===== src/rtl/emulador_teclado.sv =====
// Keypad matrix emulator: presses one key of a 4x4 row-scanned keypad per request,
// with optional contact bounce, a timed hold and a forced release gap.
module emulador_teclado #(
  parameter int HOLD_CYCLES   = 540000,
  parameter int GAP_CYCLES    = 270000,
  parameter int BOUNCE_CYCLES = 0,
  parameter int BOUNCE_PERIOD = 16
) (
  input  logic       clk,
  input  logic       rst,
  input  logic [3:0] filas,
  output logic [3:0] columnas,
  input  logic [3:0] key_code,
  input  logic       key_valid,
  output logic       key_ready,
  output logic       busy,
  output logic       done
);

  typedef enum logic [1:0] {
    ST_IDLE   = 2'd0,
    ST_BOUNCE = 2'd1,
    ST_HOLD   = 2'd2,
    ST_GAP    = 2'd3
  } state_t;

  localparam logic [23:0] L_HOLD   = 24'(HOLD_CYCLES - 1);
  localparam logic [23:0] L_GAP    = 24'(GAP_CYCLES - 1);
  localparam logic [23:0] L_BOUNCE = 24'(BOUNCE_CYCLES - 1);
  localparam logic [23:0] L_BPER   = 24'(BOUNCE_PERIOD - 1);
  localparam logic        L_HAS_BOUNCE = (BOUNCE_CYCLES > 0);
  localparam logic        L_GAP_ONE    = (GAP_CYCLES == 1);

  state_t      r_state;
  logic [23:0] r_cnt;
  logic [23:0] r_bph;
  logic        r_contact;
  logic        r_done;
  logic [1:0]  r_row;
  logic [1:0]  r_col;
  logic [3:0]  w_cols;

  // Row-major map, returns {row, col}; '*' is E and '#' is F on the bottom row.
  function automatic logic [3:0] map_key(input logic [3:0] code);
    logic [3:0] rc;
    case (code)
      4'h1: rc = {2'd0, 2'd0};
      4'h2: rc = {2'd0, 2'd1};
      4'h3: rc = {2'd0, 2'd2};
      4'hA: rc = {2'd0, 2'd3};
      4'h4: rc = {2'd1, 2'd0};
      4'h5: rc = {2'd1, 2'd1};
      4'h6: rc = {2'd1, 2'd2};
      4'hB: rc = {2'd1, 2'd3};
      4'h7: rc = {2'd2, 2'd0};
      4'h8: rc = {2'd2, 2'd1};
      4'h9: rc = {2'd2, 2'd2};
      4'hC: rc = {2'd2, 2'd3};
      4'hE: rc = {2'd3, 2'd0};
      4'h0: rc = {2'd3, 2'd1};
      4'hF: rc = {2'd3, 2'd2};
      4'hD: rc = {2'd3, 2'd3};
      default: rc = 4'd0;
    endcase
    return rc;
  endfunction

  always_ff @(posedge clk or posedge rst) begin
    if (rst) begin
      r_state   <= ST_IDLE;
      r_cnt     <= 24'd0;
      r_bph     <= 24'd0;
      r_contact <= 1'b0;
      r_done    <= 1'b0;
      r_row     <= 2'd0;
      r_col     <= 2'd0;
    end else begin
      case (r_state)
        ST_IDLE: begin
          r_done <= 1'b0;
          if (key_valid) begin
            {r_row, r_col} <= map_key(key_code);
            r_contact      <= 1'b1;
            if (L_HAS_BOUNCE) begin
              r_state <= ST_BOUNCE;
              r_cnt   <= L_BOUNCE;
              r_bph   <= L_BPER;
            end else begin
              r_state <= ST_HOLD;
              r_cnt   <= L_HOLD;
            end
          end
        end
        ST_BOUNCE: begin
          if (r_cnt == 24'd0) begin
            r_state   <= ST_HOLD;
            r_cnt     <= L_HOLD;
            r_contact <= 1'b1;
          end else begin
            r_cnt <= r_cnt - 24'd1;
            // Contact flips once per bounce period, starting closed.
            if (r_bph == 24'd0) begin
              r_contact <= ~r_contact;
              r_bph     <= L_BPER;
            end else begin
              r_bph <= r_bph - 24'd1;
            end
          end
        end
        ST_HOLD: begin
          if (r_cnt == 24'd0) begin
            r_state   <= ST_GAP;
            r_cnt     <= L_GAP;
            r_contact <= 1'b0;
            r_done    <= L_GAP_ONE;
          end else begin
            r_cnt <= r_cnt - 24'd1;
          end
        end
        ST_GAP: begin
          if (r_cnt == 24'd0) begin
            r_state <= ST_IDLE;
            r_cnt   <= 24'd0;
            r_done  <= 1'b0;
          end else begin
            r_cnt  <= r_cnt - 24'd1;
            r_done <= (r_cnt == 24'd1);
          end
        end
        default: begin
          r_state   <= ST_IDLE;
          r_cnt     <= 24'd0;
          r_contact <= 1'b0;
          r_done    <= 1'b0;
        end
      endcase
    end
  end

  // Matrix path: the closed contact shorts the latched row onto the latched column.
  always_comb begin
    w_cols = 4'b1111;
    if (r_contact && !filas[r_row]) begin
      w_cols[r_col] = 1'b0;
    end else begin
      w_cols = 4'b1111;
    end
  end

  assign columnas  = w_cols;
  assign key_ready = (r_state == ST_IDLE);
  assign busy      = (r_state != ST_IDLE);
  assign done      = r_done;

endmodule


===== config.mk =====
export PLATFORM = sky130hd
export DESIGN_NAME = emulador_teclado
export DESIGN_NICKNAME = d
export VERILOG_FILES = /design/src/rtl/emulador_teclado.sv
export SDC_FILE = /design/constraint.sdc
export NUM_CORES = 1
export LEC_CHECK = 0
export CAP_MARGIN = 5
export CORE_ASPECT_RATIO = 0.5
export CORE_MARGIN = 2
export CORE_UTILIZATION = 35
export CTS_CLUSTER_SIZE = 40
export DETAILED_ROUTE_END_ITERATION = 10
export GPL_TIMING_DRIVEN = 0
export MAX_ROUTING_LAYER = met4
export PLACE_DENSITY = 0.52
export SETUP_SLACK_MARGIN = 0.4
export SYNTH_ARGS = -nofsm -noshare
export SYNTH_HDL_FRONTEND = slang
export SYNTH_SLANG_ARGS = --single-unit

===== constraint.sdc =====
create_clock -name clk -period 6 [get_ports clk]
set_clock_uncertainty 0.2 [all_clocks]
set_input_delay 1.2 -clock clk [delete_from_list [all_inputs] [get_ports clk]]
set_output_delay 1.2 -clock clk [all_outputs]
set_load 0.02 [all_outputs]

==> results.txt <==
* Total of buffers placed on input and output ports: 15
- The max-slew violation count came to 0.
- After clock tree synthesis, the setup repair step added 0 buffers.
* Power density over the cells: 177.5 nW/µm²
* Placer's final routability congestion estimate: 0.8863
- After detailed routing, the average wire length per cell comes to 16.65 µm.
- Complex-gate fraction of the synthesized area: 0.2531
- HPWL after detailed placement: 6.635 mm
- Area added between synthesis and finish: 13.92%
- Static power due to leakage: 0.001629 µW
* Sequential fraction of the synthesis area: 0.3999
- Final-layout setup total negative slack: 0 ns
- Max Fanout on Critical Path: 3
* Setup repair after global routing missed its margin: false
* Run status: completed
- After synthesis the netlist holds a flip-flop and latch count of 56.
* Data arrival time of the critical path: 3.04 ns
- In the final layout, the multi-input gates occupy 1977 µm².
- Clk root buf: sky130_fd_sc_hd__clkbuf_16
- Clock tree from TritonCTS: yes
- CTS built an H-tree with a depth of 2.
- Min Clock Period, post-route: 4.442 ns
* WL final: 9.276 mm
- Detailed-router iteration count before antenna repair: 4
- Of the total synthesized cell area, the portion taken by full adders, half adders and majority gates is 0.03856.
* GRT Residual Overflow: 0
- Dividing the synthesized area by the synthesized cell count gives 8.806 µm².
* Die span in y: 74.76 µm
- Fill count: 968
- At the pin with the least slew margin, the transition time is 0.8677 ns.
- The top cell types in the final layout, fill and taps aside, are sky130_fd_sc_hd__dfrtp_1 (56), sky130_fd_sc_hd__o21ai_0 (36), sky130_fd_sc_hd__nor2_1 (35).
* Antenna violations before repair: 0
* Die Area: 10,880 µm²
- Post-synthesis xor/xnor area fraction: 0.007497
* Simple logic cell fraction of the synthesized area: 0.2403
- Number of enable-type register cells in the synthesized netlist: 0
- Buffer and inverter count on the worst path: 2
* Insertion delay to the later sink of the worst-skew pair: 0.30 ns
- Traced cell by cell, the critical path runs through clkdlybuf4s50_1 -> mux4_2 -> nor2b_1 -> nor2b_1 -> nand2_1 -> clkdlybuf4s50_1.
- In the synthesized netlist, the number of instances is 398.
* Initial DRC Count: 287
* Overall die width: 145.5 µm
- Peak Freq: 225.1 MHz
* Worst Setup Path Type: in2out
- Vias in the first global route: 3,084
* Total GRT Usage: 0.1879
- Overall power consumption after layout is estimated at 708.6 µW.
- Measured against its own limit, the worst slew margin works out to 0.4204.
- After floorplanning, the core was sized to cover 9572 µm².
- In this run the deepest clock path goes through 2 buffers.
* Post-route DRC: 0
- ANT nets after route: 0
- After detailed routing, the number of vias per cell comes to 5.804.
- In the post-route analysis, the smallest setup slack over all paths is 1.558 ns.
- Delay of the slowest cell on the worst path: 0.54 ns
- The number of antenna diodes in the final layout is 0.
* CTS-repair resized insts: 0
* Total nets after synthesis: 419
- Setup violations remaining at the end of the flow were counted as 0.
* # clock sinks: 56
- Most common library cell in the layout ignoring fill and taps: sky130_fd_sc_hd__dfrtp_1
- Post-CTS Hold Buffers: 0
* Path category of the worst min-delay check: reg2reg
* Peak VDD IR: 0.09889 mV
- In this run the count of I/O pins placed on the die edge is 18.
- First-pass GRT wire length: 15.68 mm
* Nets: 442
- Number of warnings reported in the yosys synthesis log: 0
- Number of hold violations in the final report: 0
* Ys async rst share: 1.000
* Launching element type of the critical path: primary input
- Ratio of cells with drive above 1 in the final layout: 0.07109
* Pre-CTS worst setup slack: 1.546 ns
- The synthesized netlist occupies a cell area of 3505 µm².
* Main synth FF type: sky130_fd_sc_hd__dfrtp_1
* Mux contribution to synthesized area: 0.02463
- The worst setup path is captured at a primary output.
- Dividing the final minimum period by the clock period gives 0.7404.
* Max Cap Violations: 0
* Required time of the critical path: 4.60 ns
- After synthesis, the largest family of logic cells by area is compound AO/OA/AOI/OAI gates.
* CTS clk-pin slew, worst paths: 0.07 ns
- Entering global routing, the biggest net connects 36 pins.
- The slowest stage of the critical path is the sky130_fd_sc_hd__clkdlybuf4s50_1 cell.
- The netlist uses 64 different library cells.
- The number of clock buffers added by TritonCTS is 5.
* Number of core rows: 25
- Category of cells accounting for the largest share of critical-path delay: buffers and inverters
- For this configuration, the core starts out at a cell density of 0.3661.
- Number of vias in the routed layout: 3,233
* Sequential cell area: 1401 µm²
[per-layer routing]
metal  GRT usage  part of all wire  vias up
met3     0.03394             0.051       17
li1            -                 -     1562
met2      0.3060              0.46       74
met5           -                 0        -
met4     0.05664             0.014        0
met1      0.2445              0.48     1580
[worst register-to-register path: stages (launching register included)]
cell,delay [ns]
sky130_fd_sc_hd__dfrtp_1,0.43
sky130_fd_sc_hd__inv_1,0.10
sky130_fd_sc_hd__ha_1,0.25
sky130_fd_sc_hd__or4b_2,0.62
sky130_fd_sc_hd__nor3_1,0.35
sky130_fd_sc_hd__nand2_1,0.27
sky130_fd_sc_hd__a2111oi_2,0.89
sky130_fd_sc_hd__nor3_1,0.14
[power breakdown]
group,leakage (µW),internal (µW),switching (µW),total [µW]
Clock,0.0000766,165,140,305
Sequential,0.000716,377,0,377
Combinational,0.000837,10.8,15.3,26.0
Total,0.00163,553,155,709
[cell families after synthesis]
group	Yosys count
AOI/OAI and AO/OA	131
xor gates and xnor gates	3
adders and majority gates	11
buffers and inverters	31
DFF	56
muxes	7
and+or+nand+nor	159
[area by class of cell]
type	count	share of cell area
clock inverters	2	0.002507
repair buffers	16	0.04262
plain buffers	16	0.01755
flip-flops and latches	56	0.3510
multi-input cells	311	0.4951
inverters	15	0.01410
clock buffers	6	0.03479
well taps	135	0.04231
[synthesized netlist by cell type (3+ instances only)]
cell | instances | area [µm²]
sky130_fd_sc_hd__a211oi_1 | 4 | 30.03
sky130_fd_sc_hd__a21o_1 | 5 | 37.54
sky130_fd_sc_hd__a21oi_1 | 19 | 95.09
sky130_fd_sc_hd__a221o_1 | 3 | 30.03
sky130_fd_sc_hd__a22o_1 | 6 | 52.55
sky130_fd_sc_hd__a31oi_1 | 13 | 81.33
sky130_fd_sc_hd__a32o_1 | 4 | 40.04
sky130_fd_sc_hd__and3_1 | 5 | 31.28
sky130_fd_sc_hd__clkbuf_1 | 13 | 48.80
sky130_fd_sc_hd__dfrtp_1 | 56 | 1401
sky130_fd_sc_hd__ha_1 | 10 | 125.1
sky130_fd_sc_hd__inv_1 | 14 | 52.55
sky130_fd_sc_hd__mux2_2 | 3 | 33.78
sky130_fd_sc_hd__mux2i_1 | 3 | 30.03
sky130_fd_sc_hd__nand2_1 | 28 | 105.1
sky130_fd_sc_hd__nand2b_1 | 5 | 31.28
sky130_fd_sc_hd__nand3_1 | 10 | 50.05
sky130_fd_sc_hd__nand4_1 | 5 | 31.28
sky130_fd_sc_hd__nor2_1 | 35 | 131.4
sky130_fd_sc_hd__nor2b_1 | 5 | 31.28
sky130_fd_sc_hd__nor3_1 | 24 | 120.1
sky130_fd_sc_hd__nor4_1 | 9 | 56.30
sky130_fd_sc_hd__o21a_1 | 3 | 22.52
sky130_fd_sc_hd__o21ai_0 | 36 | 180.2
sky130_fd_sc_hd__o31ai_1 | 8 | 60.06
sky130_fd_sc_hd__o41ai_1 | 3 | 26.28
sky130_fd_sc_hd__or2_2 | 3 | 18.77
sky130_fd_sc_hd__or3_1 | 8 | 50.05
sky130_fd_sc_hd__or4_1 | 8 | 60.06
sky130_fd_sc_hd__xnor2_1 | 3 | 26.28
[metrics by stage]
| step | utilization | std cells | cell area, µm² | hold slack (ns) |
|---|---|---|---|---|
| after floorplan | - | 398 | 3505 | 0.2572 |
| after global placement | 0.3995 | 548 | 3824 | 0.2773 |
| after detailed placement | 0.4016 | 549 | 3844 | 0.2863 |
| after CTS | 0.4171 | 557 | 3993 | 0.2978 |
| after global routing | 0.4171 | 557 | 3993 | 0.3307 |
| final | 0.4171 | 557 | 3993 | 0.2976 |
[flip-flops by register name, summed over array words and instances, names as in the netlist]
name       flops
done           1
r_bph         24
r_cnt         24
r_col          2
r_contact      1
r_row          2
r_state        2
[path summary, 6_finish.rpt]
check,from,end,slack [ns],cells after the start
hold reg to reg,r_bph[19],r_bph[19],0.30,1
hold / removal,r_bph[19],r_bph[19],0.30,1
setup / recovery,filas[3],columnas[2],1.56,6
min in group asynchronous,rst,r_cnt[0],1.04,2
max in group asynchronous,rst,r_bph[1],3.99,3
setup reg to reg,r_cnt[0],r_cnt[12],2.61,7
Power figures use the tool's default switching activity.
